==> config.mk <==
export PLATFORM = sky130hd
export DESIGN_NAME = fetch_queue
export DESIGN_NICKNAME = d
export VERILOG_FILES = /design/src/rtl/general_defs.sv /design/src/rtl/fetch_queue_sync_fifo.sv /design/src/rtl/fetch_queue.sv
export SDC_FILE = /design/constraint.sdc
export NUM_CORES = 1
export LEC_CHECK = 0
export CAP_MARGIN = 20
export CORE_UTILIZATION = 50
export DETAILED_ROUTE_END_ITERATION = 10
export PLACE_DENSITY = 0.81
export SETUP_SLACK_MARGIN = 0.4
export SYNTH_ARGS = -nofsm -noshare
export SYNTH_HDL_FRONTEND = slang
export SYNTH_SLANG_ARGS = --single-unit
==> constraint.sdc <==
create_clock -name clk_i -period 2.5 [get_ports clk_i]
set_input_delay 0.25 -clock clk_i [delete_from_list [all_inputs] [get_ports clk_i]]
set_output_delay 0.25 -clock clk_i [all_outputs]
set_load 0.05 [all_outputs]
==> src/rtl/general_defs.sv <==
// rtl/general_defs.sv - shared word widths and pipeline control signal types
package GENERAL_DEFS;

  localparam int HALF_WORD = 16;
  localparam int WORD      = 32;

  typedef logic stall_pipeline_sig;
  typedef logic flush_pipeline_sig;

endpackage

==> src/rtl/fetch_queue_sync_fifo.sv <==
// rtl/fetch_queue_sync_fifo.sv - synchronous FIFO with clear, full/empty and count
module sync_fifo #(
  parameter int WIDTH = 48,
  parameter int DEPTH = 4
) (
  input  logic                       clk_i,
  input  logic                       reset_i,
  input  logic                       clear_i,
  input  logic                       push_i,
  input  logic [WIDTH-1:0]           wdata_i,
  input  logic                       pop_i,
  output logic [WIDTH-1:0]           rdata_o,
  output logic                       full_o,
  output logic                       empty_o,
  output logic [$clog2(DEPTH+1)-1:0] count_o
);

  localparam int PTR_W = $clog2(DEPTH);
  localparam int CNT_W = $clog2(DEPTH+1);

  logic [WIDTH-1:0] mem_q [DEPTH];
  logic [PTR_W-1:0] wptr_q, wptr_d;
  logic [PTR_W-1:0] rptr_q, rptr_d;
  logic [CNT_W-1:0] count_q, count_d;
  logic             do_push, do_pop;

  assign full_o  = (count_q == CNT_W'(DEPTH));
  assign empty_o = (count_q == '0);
  assign count_o = count_q;
  assign rdata_o = mem_q[rptr_q];

  assign do_push = push_i && !full_o && !clear_i;
  assign do_pop  = pop_i && !empty_o && !clear_i;

  // Pointers wrap naturally because DEPTH is a power of two.
  always_comb begin
    wptr_d  = wptr_q;
    rptr_d  = rptr_q;
    count_d = count_q;
    if (clear_i) begin
      wptr_d  = '0;
      rptr_d  = '0;
      count_d = '0;
    end else begin
      if (do_push) wptr_d = wptr_q + PTR_W'(1);
      if (do_pop)  rptr_d = rptr_q + PTR_W'(1);
      if (do_push && !do_pop) count_d = count_q + CNT_W'(1);
      if (do_pop && !do_push) count_d = count_q - CNT_W'(1);
    end
  end

  always_ff @(posedge clk_i) begin
    if (reset_i) begin
      wptr_q  <= '0;
      rptr_q  <= '0;
      count_q <= '0;
    end else begin
      wptr_q  <= wptr_d;
      rptr_q  <= rptr_d;
      count_q <= count_d;
    end
  end

  always_ff @(posedge clk_i) begin
    if (do_push) mem_q[wptr_q] <= wdata_i;
  end

endmodule

==> src/rtl/fetch_queue.sv <==
// rtl/fetch_queue.sv - credit-based instruction fetch queue with flush/redirect
module fetch_queue
  import GENERAL_DEFS::*;
#(
  parameter int DEPTH    = 4,
  parameter int INSTR_W  = HALF_WORD,
  parameter int ADDR_W   = WORD,
  parameter int PC_STEP  = 2,
  parameter int RESET_PC = 0
) (
  input  logic                       clk_i,
  input  logic                       reset_i,
  input  flush_pipeline_sig          flush_pipeline_i,
  input  logic [ADDR_W-1:0]          redirect_pc_i,
  input  stall_pipeline_sig          stall_pipeline_i,
  output logic                       imem_req_o,
  output logic [ADDR_W-1:0]          imem_addr_o,
  input  logic [INSTR_W-1:0]         imem_data_i,
  output logic                       is_valid_o,
  output logic [INSTR_W-1:0]         instruction_o,
  output logic [ADDR_W-1:0]          program_counter_o,
  output logic [$clog2(DEPTH+1)-1:0] occupancy_o
);

  localparam int CNT_W   = $clog2(DEPTH+1);
  localparam int ENTRY_W = ADDR_W + INSTR_W;

  logic [ADDR_W-1:0]  fetch_pc_q, fetch_pc_d;
  logic [ADDR_W-1:0]  req_pc_q;
  logic               inflight_q;
  logic [ADDR_W-1:0]  last_pc_q;
  logic [INSTR_W-1:0] last_instr_q;

  logic [ENTRY_W-1:0] head;
  logic               fifo_full, fifo_empty;
  logic [CNT_W-1:0]   count;
  logic [CNT_W:0]     credit_used;
  logic               push, pop;

  // A response still in flight already owns a slot, so it counts against the credit.
  assign credit_used = {1'b0, count} + {{CNT_W{1'b0}}, inflight_q};
  assign imem_req_o  = !reset_i && !flush_pipeline_i && (credit_used < (CNT_W+1)'(DEPTH));
  assign imem_addr_o = fetch_pc_q;

  assign push = inflight_q && !flush_pipeline_i;
  assign pop  = is_valid_o && !stall_pipeline_i && !flush_pipeline_i;

  always_comb begin
    fetch_pc_d = fetch_pc_q;
    if (flush_pipeline_i)
      fetch_pc_d = redirect_pc_i;
    else if (imem_req_o)
      fetch_pc_d = fetch_pc_q + ADDR_W'(PC_STEP);
  end

  always_ff @(posedge clk_i) begin
    if (reset_i) begin
      fetch_pc_q <= ADDR_W'(RESET_PC);
      req_pc_q   <= '0;
      inflight_q <= 1'b0;
    end else begin
      fetch_pc_q <= fetch_pc_d;
      inflight_q <= imem_req_o;
      if (imem_req_o) req_pc_q <= fetch_pc_q;
    end
  end

  sync_fifo #(
    .WIDTH (ENTRY_W),
    .DEPTH (DEPTH)
  ) u_fifo (
    .clk_i   (clk_i),
    .reset_i (reset_i),
    .clear_i (flush_pipeline_i),
    .push_i  (push),
    .wdata_i ({req_pc_q, imem_data_i}),
    .pop_i   (pop),
    .rdata_o (head),
    .full_o  (fifo_full),
    .empty_o (fifo_empty),
    .count_o (count)
  );

  assign is_valid_o  = !fifo_empty;
  assign occupancy_o = count;

  // While empty the head outputs hold whatever was last presented.
  always_ff @(posedge clk_i) begin
    if (reset_i) begin
      last_pc_q    <= '0;
      last_instr_q <= '0;
    end else if (is_valid_o) begin
      last_pc_q    <= head[ENTRY_W-1:INSTR_W];
      last_instr_q <= head[INSTR_W-1:0];
    end
  end

  assign program_counter_o = is_valid_o ? head[ENTRY_W-1:INSTR_W] : last_pc_q;
  assign instruction_o     = is_valid_o ? head[INSTR_W-1:0] : last_instr_q;

  logic unused_full;
  assign unused_full = fifo_full;

endmodule

======== Word-level counts from Yosys, hierarchy flattened ========
Memory sizes are Yosys's and may differ from the RTL's. A register that Yosys moved wholly into a read port is not among the register bits.
Cells that the tools add are included.
storage, ports and cells
  bits of input ports ..................... 52
  RAM bits ................................ 192
  bits in latches ......................... 0
  ROM bits ................................ 0
  output and inout bits ................... 85
  word-level logic and storage cells ...... 49
  register bits ........................... 120
  memories ................................ 1
memories
  name          words  width  rd ports  clocked after Yosys merged registers in  wr ports  RTL line                     source
  u_fifo.mem_q  4      48     1         1                                        1         fetch_queue_sync_fifo.sv:21  logic [WIDTH-1:0] mem_q [DEPTH];
cells by class
  div/mod/pow operators ................... 0
  shifts and indexed selects .............. 0
  $mul .................................... 0
  reductions and logical operators ........ 22
  order comparisons ....................... 1
  bitwise operators ....................... 0
  multiplexer cells ....................... 10
  add/subtract/negate cells ............... 6
  equality and inequality tests ........... 1
operators by type and width
  operator                                                                       count
  32-bit 2-to-1 mux                                                              3
  32-bit by 2-bit adder with 32-bit output (second input constant)               1
  16-bit 2-to-1 mux                                                              1
  1-bit logical AND                                                              11
  1-bit zero test                                                                7
  3-bit 2-to-1 mux                                                               2
  2-bit by 1-bit adder with 2-bit output (second input constant)                 2
  3-bit by 1-bit adder with 4-bit output                                         1
  4-bit by 3-bit less-than comparator with 1-bit output (second input constant)  1
  2-bit 2-to-1 mux                                                               2
  2-bit nonzero test                                                             2
  3-bit by 1-bit adder with 3-bit output (second input constant)                 1
  3-bit equality test (second input constant)                                    1
  3-bit zero test                                                                1
  3-bit by 1-bit subtractor with 3-bit output (second input constant)            1
  1-bit 2-to-1 mux                                                               2
  2-bit OR reduction                                                             1

======== Longest topological paths before layout ========
  word-level depth ........................ 10
  depth in mapped cells ................... 11
  mapped depth without buffers ............ 11

======== Cells and area by module ========
From an unflattened synthesis, not the netlist that was laid out.
unflattened totals
  cell total of the unflattened synthesis .. 846
  area total of the unflattened synthesis .. 12271.8 µm²
modules (own cells, without submodules)
  module       seq. area each (µm²)  area an instance (µm²)  times used  cells an instance
  sync_fifo    5945.7                7432.1                  1           307
  fetch_queue  2262.2                4839.6                  1           539

======== Worst setup path after synthesis ========
OpenSTA, ideal clock, no wires.
  path type ............................... reg-to-reg
  start ................................... register u_fifo.count_q[0] (netlist: u_fifo.count_o[0])
  end ..................................... memory u_fifo.mem_q[0][0] (enable)
  required time ........................... 2.090 ns
  path slack .............................. -0.399 ns
  arrival ................................. 2.488 ns
  stages on the path, launching flop included .. 6
  library setup time ...................... 0.410 ns
  buffers on the path ..................... 0
  period minus slack after synthesis ...... 2.899 ns
  cell sequence ........................... dfxtp_1 -> inv_1 -> nand3_1 -> nand2_1 -> nor2_1 -> and2_1
between the ends
  longest elaborated chain between the ends .. 6
ends and longest elaborated chain
  item                                    RTL line                     source
  from (decl)                             fetch_queue_sync_fifo.sv:24  logic [CNT_W-1:0] count_q, count_d;
  from (signal assigned)                  fetch_queue_sync_fifo.sv:60  count_q <= count_d;
  3-bit equality test                     fetch_queue_sync_fifo.sv:27  assign full_o = (count_q == CNT_W'(DEPTH));
  1-bit zero test                         fetch_queue_sync_fifo.sv:32  assign do_push = push_i && !full_o && !clear_i;
  1-bit logical AND (2 in series)         fetch_queue_sync_fifo.sv:32
  1-bit 2-to-1 mux                        fetch_queue_sync_fifo.sv:65  if (do_push) mem_q[wptr_q] <= wdata_i;
  1-bit 2-to-1 mux (not written as such)  fetch_queue_sync_fifo.sv:65
  to (decl)                               fetch_queue_sync_fifo.sv:21
No other way between the ends.

==> impl_metrics.yaml <==
logic_synthesis:
  synth_edf_count: 192
  synth_xor_area_frac: 0.0187
  yosysUniqueCellTypes: 48
  yosysMostFrequentCell: "edfxtp_1"
  synth_ff_type: "edfxtp_1"
  synth_seq_cells: 314
  async_reset_ff_frac: 0
  synthMuxAreaShare: 0.136
  yosysTopAreaCellShare: 0.474
  synth_compound_area_frac: 0.0449
  yosys_warnings: 0
  yosys-top-cells-count: "edfxtp_1, dfxtp_1, nand2_1"
  synthAdderAreaFrac: 0.00781
  synth.area.top_cells: "edfxtp_1, dfxtp_1, mux4_2, mux2_2, nand2_1"
  yosys.area.top_type: "edfxtp_1"
  synth_top_family_by_area: "multiplexers"
  yosysSeqAreaShare: 0.674
  syn_inst: 829
  avgSynthCellArea_sq_um: 14.7
  synth_nets: 888
  synth_area_sq_mm: 0.0122
  synth-simple-area-share: 0.0989
global_route:
  gr-total-overflow: 0
  grt_max_degree: 113
  first_global_vias: 7556
  antenna_found_initial: 0
  track_usage: 0.219
  grt_pass1_wl_um: 41200
worst_setup_path:
  crit_fanout: 5
  cp_data_required_time_ps: 2250
  critPathArrivalTime_ps: 2250
  end_kind: "output port"
  critPathKind: "flip-flop to output port"
  critPathLaunchType: "flip-flop"
run:
  max_cap_viol_count: 0
sta:
  relSlewSlack: 0.588
  period_minus_slack_ps: 2500
  min_period_over_period: 1.00
  setup_viol: 1
  max_freq_mhz: 400
  hold_viol_final: 0
  setup_ws_ps: -0.293
  tightest_slew_ps: 616
  fin_tns_setup_ps: -0.293
  maxSlewViolCount: 0
  rsz0062_at_grt: "true"
  fin_skew_ps: 11.8
floorplanning:
  die-area_sq_mm: 0.0250
  io_pins: 137
  die_w_um: 158
  chipHeight_um: 158
  start_util: 0.514
  core_sq_mm: 0.0237
  core.rowCount: 56
power:
  p_seq_frac: 0.511
  pwr_density_cell_mw_per_mm2: 694
  peakVddDrop_v: 0.000492
  comb_power_share: 0.074
  p_leak_nw: 5.98
  p_sw_frac: 0.217
  clkPwrFrac: 0.414
  p_int_mw: 8.67
  p_switching_mw: 2.41
placement:
  io_buffers: 136
  dp_slack_ps: 163
  dp_hpwl_um: 16100
  routabilityCongestion: 0.837
routing:
  drt-initial-drc-count: 646
  vias_per_cell: 5.75
  wl_um: 29100
  via_count: 7762
  wl_per_cell_um: 21.5
  drt_first_pass_iters: 5
  drtAntennaViolNets: 0
  drcViolationCount: 0
outcome:
  violations: "negative setup slack"
  status: "finished with violations"
clock_tree:
  clk_latency_ps: 550
  cts_max_level: 1
  cts_buffer_depth: 3
  cts.clk_slew.worst_paths_ps: 60
  clock-sinks: 314
  cts_tree: "done"
  cts_root_buffer: "clkbuf_16"
  hold_buffers: 0
  numCtsBuffers: 30
hold_path:
  holdCritPathClass: "primary input to flip-flop"
finish:
  nNetsFinal: 1066
  diodes: 0
  syn_to_final_growth_pct: 31.1
  drive_above_1_share: 0.280
[power by group through the flow]
stage                     combinational (mW)  sequential [mW]  clock [mW]
after floorplan                        0.326             5.86           0
after global placement                 0.737             5.76           0
after detailed placement               0.747             5.77           0
after CTS                              0.750             5.65        4.64
after global routing                   0.867             5.67        4.85
final                                  0.825             5.66        4.59
[repair_timing]
action,in CTS,in global routing
buffers inserted,12,8
pin swaps,4,2
endpoints found under the setup margin,70,69
resized for setup,46,148
gates cloned,2,4
[per-layer routing]
layer | vias up | GRT usage | wire length, um
met1 | 3880 | 0.292 | 11900
met5 | - | 0 | 0
met4 | 0 | 0.0737 | 835
met3 | 73 | 0.0386 | 2150
met2 | 364 | 0.365 | 14100
li1 | 3445 | - | -
[path summary, 6_finish.rpt]
path	start	end	slack (ps)	depth (start not counted)
max reg2reg	u_fifo.count_o[1]	u_fifo.count_o[2]	360	12
max	flip-flop	program_counter_o[12]	-0.3	5
min reg2reg	req_pc_q[4]	u_fifo.mem_q[0][20]	500	0
min	reset_i	u_fifo.count_o[1]	240	4
[worst max-delay path, stage by stage (launching register included)]
cell and delay [ps]:
dfxtp_4 410, buf_6 130, buf_12 130, mux4_2 560, mux2_4 310, buf_8 150
[cell families after synthesis]
family          count (synthesis)
simple gates                  234
buf+inv                        59
fa+ha+maj                       7
mux                            99
compound gates                 90
xor+xnor                       26
flops                         314
[flip-flops by register name, indices dropped and copies added (netlist names), 2 cells and up, named ones only]
signal / flops
u_fifo.mem_q: 192
u_fifo.count_o: 3
u_fifo.wptr_q: 2
req_pc_q: 32
last_pc_q: 32
imem_addr_o: 32
u_fifo.rptr_q: 2
last_instr_q: 16
[cells in the final DEF (no fill, tap or decap), types with 20 or more instances in the layout]
cell type        Yosys  final
mux4_2              48     48
dlygate4sd2_1        0     20
nand2_1             88     87
buf_4                0     32
a21oi_1             49     49
nor2_1              26     26
edfxtp_1           192    192
clkdlybuf4s50_1      0     58
dfxtp_1            122    110
clkbuf_16            0     35
nor2b_1             48     48
buf_8                0     44
mux2_4               0     46
[cell type report]
cell class,instances,area (sq um)
sequential,314,8230
fill,1618,7720
multi-input combinational,456,3970
timing repair buffer,191,2280
clock buffer,43,851
tap,319,399
clock inverter,13,161
inverter,14,61.3
[per-stage QoR]
step | cell area, sq um | power (mW) | cells | utilization | hold slack, ps
3_5_place_dp | 14000 | 6.51 | 1268 | 0.592 | 486
3_3_place_gp | 14000 | 6.50 | 1268 | 0.592 | 474
5_1_grt | 16000 | 11.4 | 1350 | 0.674 | 270
6_report | 16000 | 11.1 | 1350 | 0.674 | 245
4_1_cts | 15300 | 11.0 | 1338 | 0.644 | 229
2_1_floorplan | 12200 | 6.19 | 829 | - | 349
Power figures use the tool's default switching activity.
==> variant 1 (config.mk and constraints unchanged) <==
Register the output `program_counter_o`, cleared by the reset; this adds one clock of latency there. The other outputs are not delayed to match.
--- a/src/rtl/fetch_queue.sv
+++ b/src/rtl/fetch_queue.sv
@@ -95,7 +95,13 @@
     end
   end
 
-  assign program_counter_o = is_valid_o ? head[ENTRY_W-1:INSTR_W] : last_pc_q;
+  always_ff @(posedge clk_i) begin
+    if (reset_i) begin
+      program_counter_o <= '0;
+    end else begin
+      program_counter_o <= is_valid_o ? head[ENTRY_W-1:INSTR_W] : last_pc_q;
+    end
+  end
   assign instruction_o     = is_valid_o ? head[INSTR_W-1:0] : last_instr_q;
 
   logic unused_full;
Check against the original RTL: not equivalent (a bounded check fails within 4 cycles, from zero or initial values and one cycle with reset_i high).
==> variant 1 against the unedited design <==
  * Total power shrank 2.9%
  * Core utilization shrank 2.8 points
  * Critical path type unchanged
  * Sequential cell count is the same
  * Clock skew grew 0.0094 ns
  * Sequential share of layout area grew 2.5 points
  * Non-clock buffer count shrank 2
  * Synthesized cell count grew 8.0%
  * Wire length shrank 11%
  * Setup slack gained 0.29 ns
  * Design area shrank 4.7%
  * Count of clock-buffer cells in the layout is the same
  * Area after synthesis shrank 1.3%
  * Hold slack lost 0.046 ns
  * Register-to-register slack lost 0.03 ns
==> variant 1: results (changes against the unedited design) <==
* Total negative slack at 0 ns (+0.000293 ns)
* Seq/Total Area, Yosys at 68.3% (+0.91 points)
* Reg2reg setup slack at 0.33 ns (-0.03 ns)
* Leak at 0.00552 uW (-7.6%)
* Fin crit share at 88.5% (-12 points)
* Netlist cell types at 50 (+4.2%)
* Hold Path End: req_pc_q[29]
* Commonest cells in the netlist: nand2_1 (201), edfxtp_1 (192), dfxtp_1 (122)
* Number of ordinary inverters in the final layout at 16 (+2)
* Fill cells at 1,744 (+7.8%)
* Worst reg2reg startpoint: u_fifo.count_o[0]
* Layout cells sized above 1 at 19.0% (-9.1 points)
* Top cells by area, synth: edfxtp_1 (48%), dfxtp_1 (20%), mux4_2 (9.0%), nand2_1 (6.3%), a21oi_1 (4.0%)
* Initial drt markers at 548 (-15%)
* Synthesis-to-finish area growth at 26.7%
* Syn Area/Cell at 13.4 sq um (-8.6%)
* Dpl ws at 0.165 ns (+0.00220 ns)
* Drt wl/cell at 18.3 microns (-15%)
* Vias in the first global route at 7,404 (-2.0%)
* Slowest stage delay, CP at 0.49 ns (-0.07 ns)
* Multi-input gate area at 3610 sq um (-9.1%)
* Routed wl met2 at 12.3 mm (-13%)
* TritonCTS Buffers at 31 (+3.3%)
* Status: completed
* Hold Crit Depth at 6 (+2)
* Layout net count at 1,126 (+5.6%)
* Multi-input logic cell count at 515 (+13%)
* Cts repair resizes at 47 (+2.2%)
* GRT Total Usage at 21.1% (-0.84 points)
* Placed Instances at 1,332 (+5.0%)
* Fin cells at 1,410 (+4.4%)
* Syn_nets at 954 (+7.4%)
* Worst-path maximum fanout at 8 (+3)
* Largest net degree at the start of global routing at 71 (-37%)
* Final Skew at 0.0212 ns (+0.00938 ns)
* Worst Setup EP: instruction_o[10]
* Seq_cells at 314 (unchanged)
* DP Wirelength at 15.6 mm (-3.1%)
* GR Util met3 at 3.80% (-0.060 points)
* GR Util met1 at 29.6% (+0.41 points)
* Routed vias at 7,667 (-1.2%)
* Clock-cell share at 6.37% (+0.030 points)
* Critical path data arrival time at 1.96 ns (-0.29 ns)
* Routability cong. at 0.870 (+4.0%)
* Slew @ Worst Pin at 0.784 ns (+0.168 ns)
* Non-clk buf share at 12.8% (-1.5 points)
* Placed cell area at 13,900 sq um (-1.0%)
-- variant 1: cell types whose count changed after synthesis, moves of 4 or more --
| cell | before | now |
|---|---|---|
| xor2_1 | 12 | 3 |
| nand2_1 | 88 | 201 |
| o22ai_1 | 9 | 5 |
| a21oi_1 | 49 | 97 |
| nand4_1 | 15 | 6 |
| xnor2_1 | 14 | 23 |
| nor2b_1 | 48 | 0 |
| mux2_2 | 48 | 0 |
-- variant 1: power breakdown --
| part | switching (uW) | internal, uW |
|---|---|---|
| logic | 425 | 267 |
| clock network | 1860 | 2550 |
| registers | 92.6 | 5560 |
| total | 2380 | 8370 |
-- variant 1: kinds of logic (layout without fill, tap and decap cells) --
kind of cell | after synthesis | in the layout | share of synthesized area, %
DFF | 314 | 314 | 68.3
and+or+nand+nor | 297 | 297 | 11.2
AOI/OAI and AO/OA | 132 | 132 | 6.19
buffers and inverters | 66 | 262 | 2.14
muxes | 53 | 53 | 9.43
xor gates and xnor gates | 26 | 26 | 1.90
adders and majority gates | 7 | 7 | 0.792
==> variant 2 (config.mk and constraints unchanged) <==
Without the edit above. `DEPTH` is set to 4 in 2 places; all go to 2.
--- a/src/rtl/fetch_queue_sync_fifo.sv
+++ b/src/rtl/fetch_queue_sync_fifo.sv
@@ -1,7 +1,7 @@
 // rtl/fetch_queue_sync_fifo.sv - synchronous FIFO with clear, full/empty and count
 module sync_fifo #(
   parameter int WIDTH = 48,
-  parameter int DEPTH = 4
+  parameter int DEPTH = 2
 ) (
   input  logic                       clk_i,
   input  logic                       reset_i,
--- a/src/rtl/fetch_queue.sv
+++ b/src/rtl/fetch_queue.sv
@@ -2,7 +2,7 @@
 module fetch_queue
   import GENERAL_DEFS::*;
 #(
-  parameter int DEPTH    = 4,
+  parameter int DEPTH    = 2,
   parameter int INSTR_W  = HALF_WORD,
   parameter int ADDR_W   = WORD,
   parameter int PC_STEP  = 2,
Interface: changed (resized occupancy_o); port bits go from 137 to 136. No check against the original RTL was run, so the function may have changed too.
==> variant 2 against the unedited design <==
  * Area after synthesis shrank 30%
  * Wire length shrank 30%
  * Count of clock-buffer cells in the layout down 13
  * Global-route usage increased by 0.93 points
  * Setup slack better by 0.42 ns
  * Die area is 30% lower
  * Sequential cell count decreased by 100
  * Design area decreased by 28%
  * Total power is 31% lower
==> variant 2: results (changes against the unedited design) <==
* Status: completed
* Fill cells at 1,212 (-25%)
* Initial drt markers at 479 (-26%)
* Layout net count at 975 (-8.5%)
* GRT Total Usage at 22.8% (+0.93 points)
* Max reg flops at 96 (-50%)
* Hold Path End: imem_addr_o[25]
* Critical path data arrival time at 1.83 ns (-0.42 ns)
* Net switching power at 1850 uW (-23%)
* Worst path slowest cell: dfxtp_4
* Layout cells sized above 1 at 19.4% (-8.6 points)
* Detail-routed via count per cell at 5.52 (-4.0%)
* First-pass GRT wire length at 31.9 mm (-23%)
* Worst Reg-to-Reg Cells at 5 (-7)
* Worst hold start: redirect_pc_i[25]
* Peak supply drop at 525 uV (+6.7%)
* Reg2reg setup slack at 0.46 ns (+0.10 ns)
* TritonCTS Buffers at 22 (-27%)
* IO buf count at 135 (-0.74%)
* Number of flops mapped to enable cells by yosys at 96 (-50%)
* Worst-path maximum fanout at 24 (+19)
* Final Skew at 0.00906 ns (-0.00273 ns)
* Worst reg2reg startpoint: imem_addr_o[1]
* Top cells by area, synth: edfxtp_1 (34%), dfxtp_1 (28%), nand2_1 (6.0%), mux2i_1 (5.9%), and2_1 (3.8%)
* Placed cell area at 10,600 sq um (-25%)
* Netlist cell types at 52 (+8.3%)
* Main synth FF type: dfxtp_1
* Vias in the first global route at 6,171 (-18%)
* DP Wirelength at 13.3 mm (-17%)
variant 2: cell types whose count changed in the layout (fill, tap and decap cells not counted), sizes merged, moves of 48 or more:
cell | unedited run | this run
edfxtp | 192 | 96
o21ai | 4 | 59
mux2 | 48 | 0
mux4 | 48 | 0
nand2 | 88 | 136
nor2b | 48 | 0
variant 2: cells by family (layout without fill, tap and decap cells):
kind of cell | Yosys count | in the layout | synth area share, %
XOR/XNOR | 14 | 14 | 1.44
flip-flops | 214 | 214 | 61.5
AO/OA/AOI/OAI | 147 | 147 | 10.4
buffers and inverters | 69 | 218 | 3.65
AND/OR/NAND/NOR | 292 | 292 | 16.9
multiplexers | 50 | 50 | 5.86
adder cells (fa/ha/maj) | 2 | 2 | 0.293
variant 2: through the flow:
stage	utilization [%]	setup WS, ns	total power, uW	instances
floorplan	-	0.394	4350	788
global placement	63.5	0.468	4660	1109
detailed placement	63.5	0.393	4680	1109
CTS	68.2	0.406	7710	1155
global route	68.6	0.333	7920	1157
finish	68.6	0.423	7680	1157
variant 2: area by class of cell:
type                    instances  share of cell area (%)
inverters                      11                   0.373
clock buffers                  30                    5.27
repair buffers                167                    17.5
clock inverters                10                   0.614
well taps                     220                    2.41
multi-input cells             505                    27.3
flip-flops and latches        214                    46.6
variant 2: tightest hold or removal path, delay by kind of cell:
kind	cells	cell delay, ns
AOI/OAI and AO/OA	1	0.08
buffers and inverters	2	0.45
variant 2: per-layer routing:
| layer | vias to the layer above | part of all wire, % | GRT usage (%) |
|---|---|---|---|
| met3 | 33 | 7.2 | 3.79 |
| met4 | 0 | 2.3 | 6.96 |
| met2 | 255 | 49 | 38.6 |
| met5 | - | 0 | 0 |
| li1 | 3078 | - | - |
| met1 | 3023 | 42 | 30.1 |
variant 2: worst max-delay path by stage:
stage | slack (ns) | endpoint | start
after detailed placement | 0.39 | imem_addr_o[29] | flush_pipeline_i
after global routing | 0.33 | program_counter_o[6] | u_fifo.count_o[0]
after floorplan | 0.39 | imem_addr_o[22] | imem_addr_o[9]
final | 0.42 | program_counter_o[6] | u_fifo.count_o[0]
after CTS | 0.41 | program_counter_o[6] | u_fifo.count_o[0]
after global placement | 0.47 | imem_addr_o[26] | imem_addr_o[4]
variant 2: what timing repair did:
action                                 in CTS  in global routing
endpoints found under the hold margin       0                  0
setup buffers                               5                  2
cloned                                      1                  0
pin swaps                                   1                  2
resized for setup                          10                 16
setup endpoints to repair                  51                 34
variant 2: power by group through the flow:
stage | clock (uW) | combinational (uW) | sequential (uW)
finish | 3060 | 776 | 3840
global placement | 0 | 757 | 3910
CTS | 3100 | 775 | 3840
global route | 3250 | 821 | 3850
detailed placement | 0 | 765 | 3910
floorplan | 0 | 338 | 4010
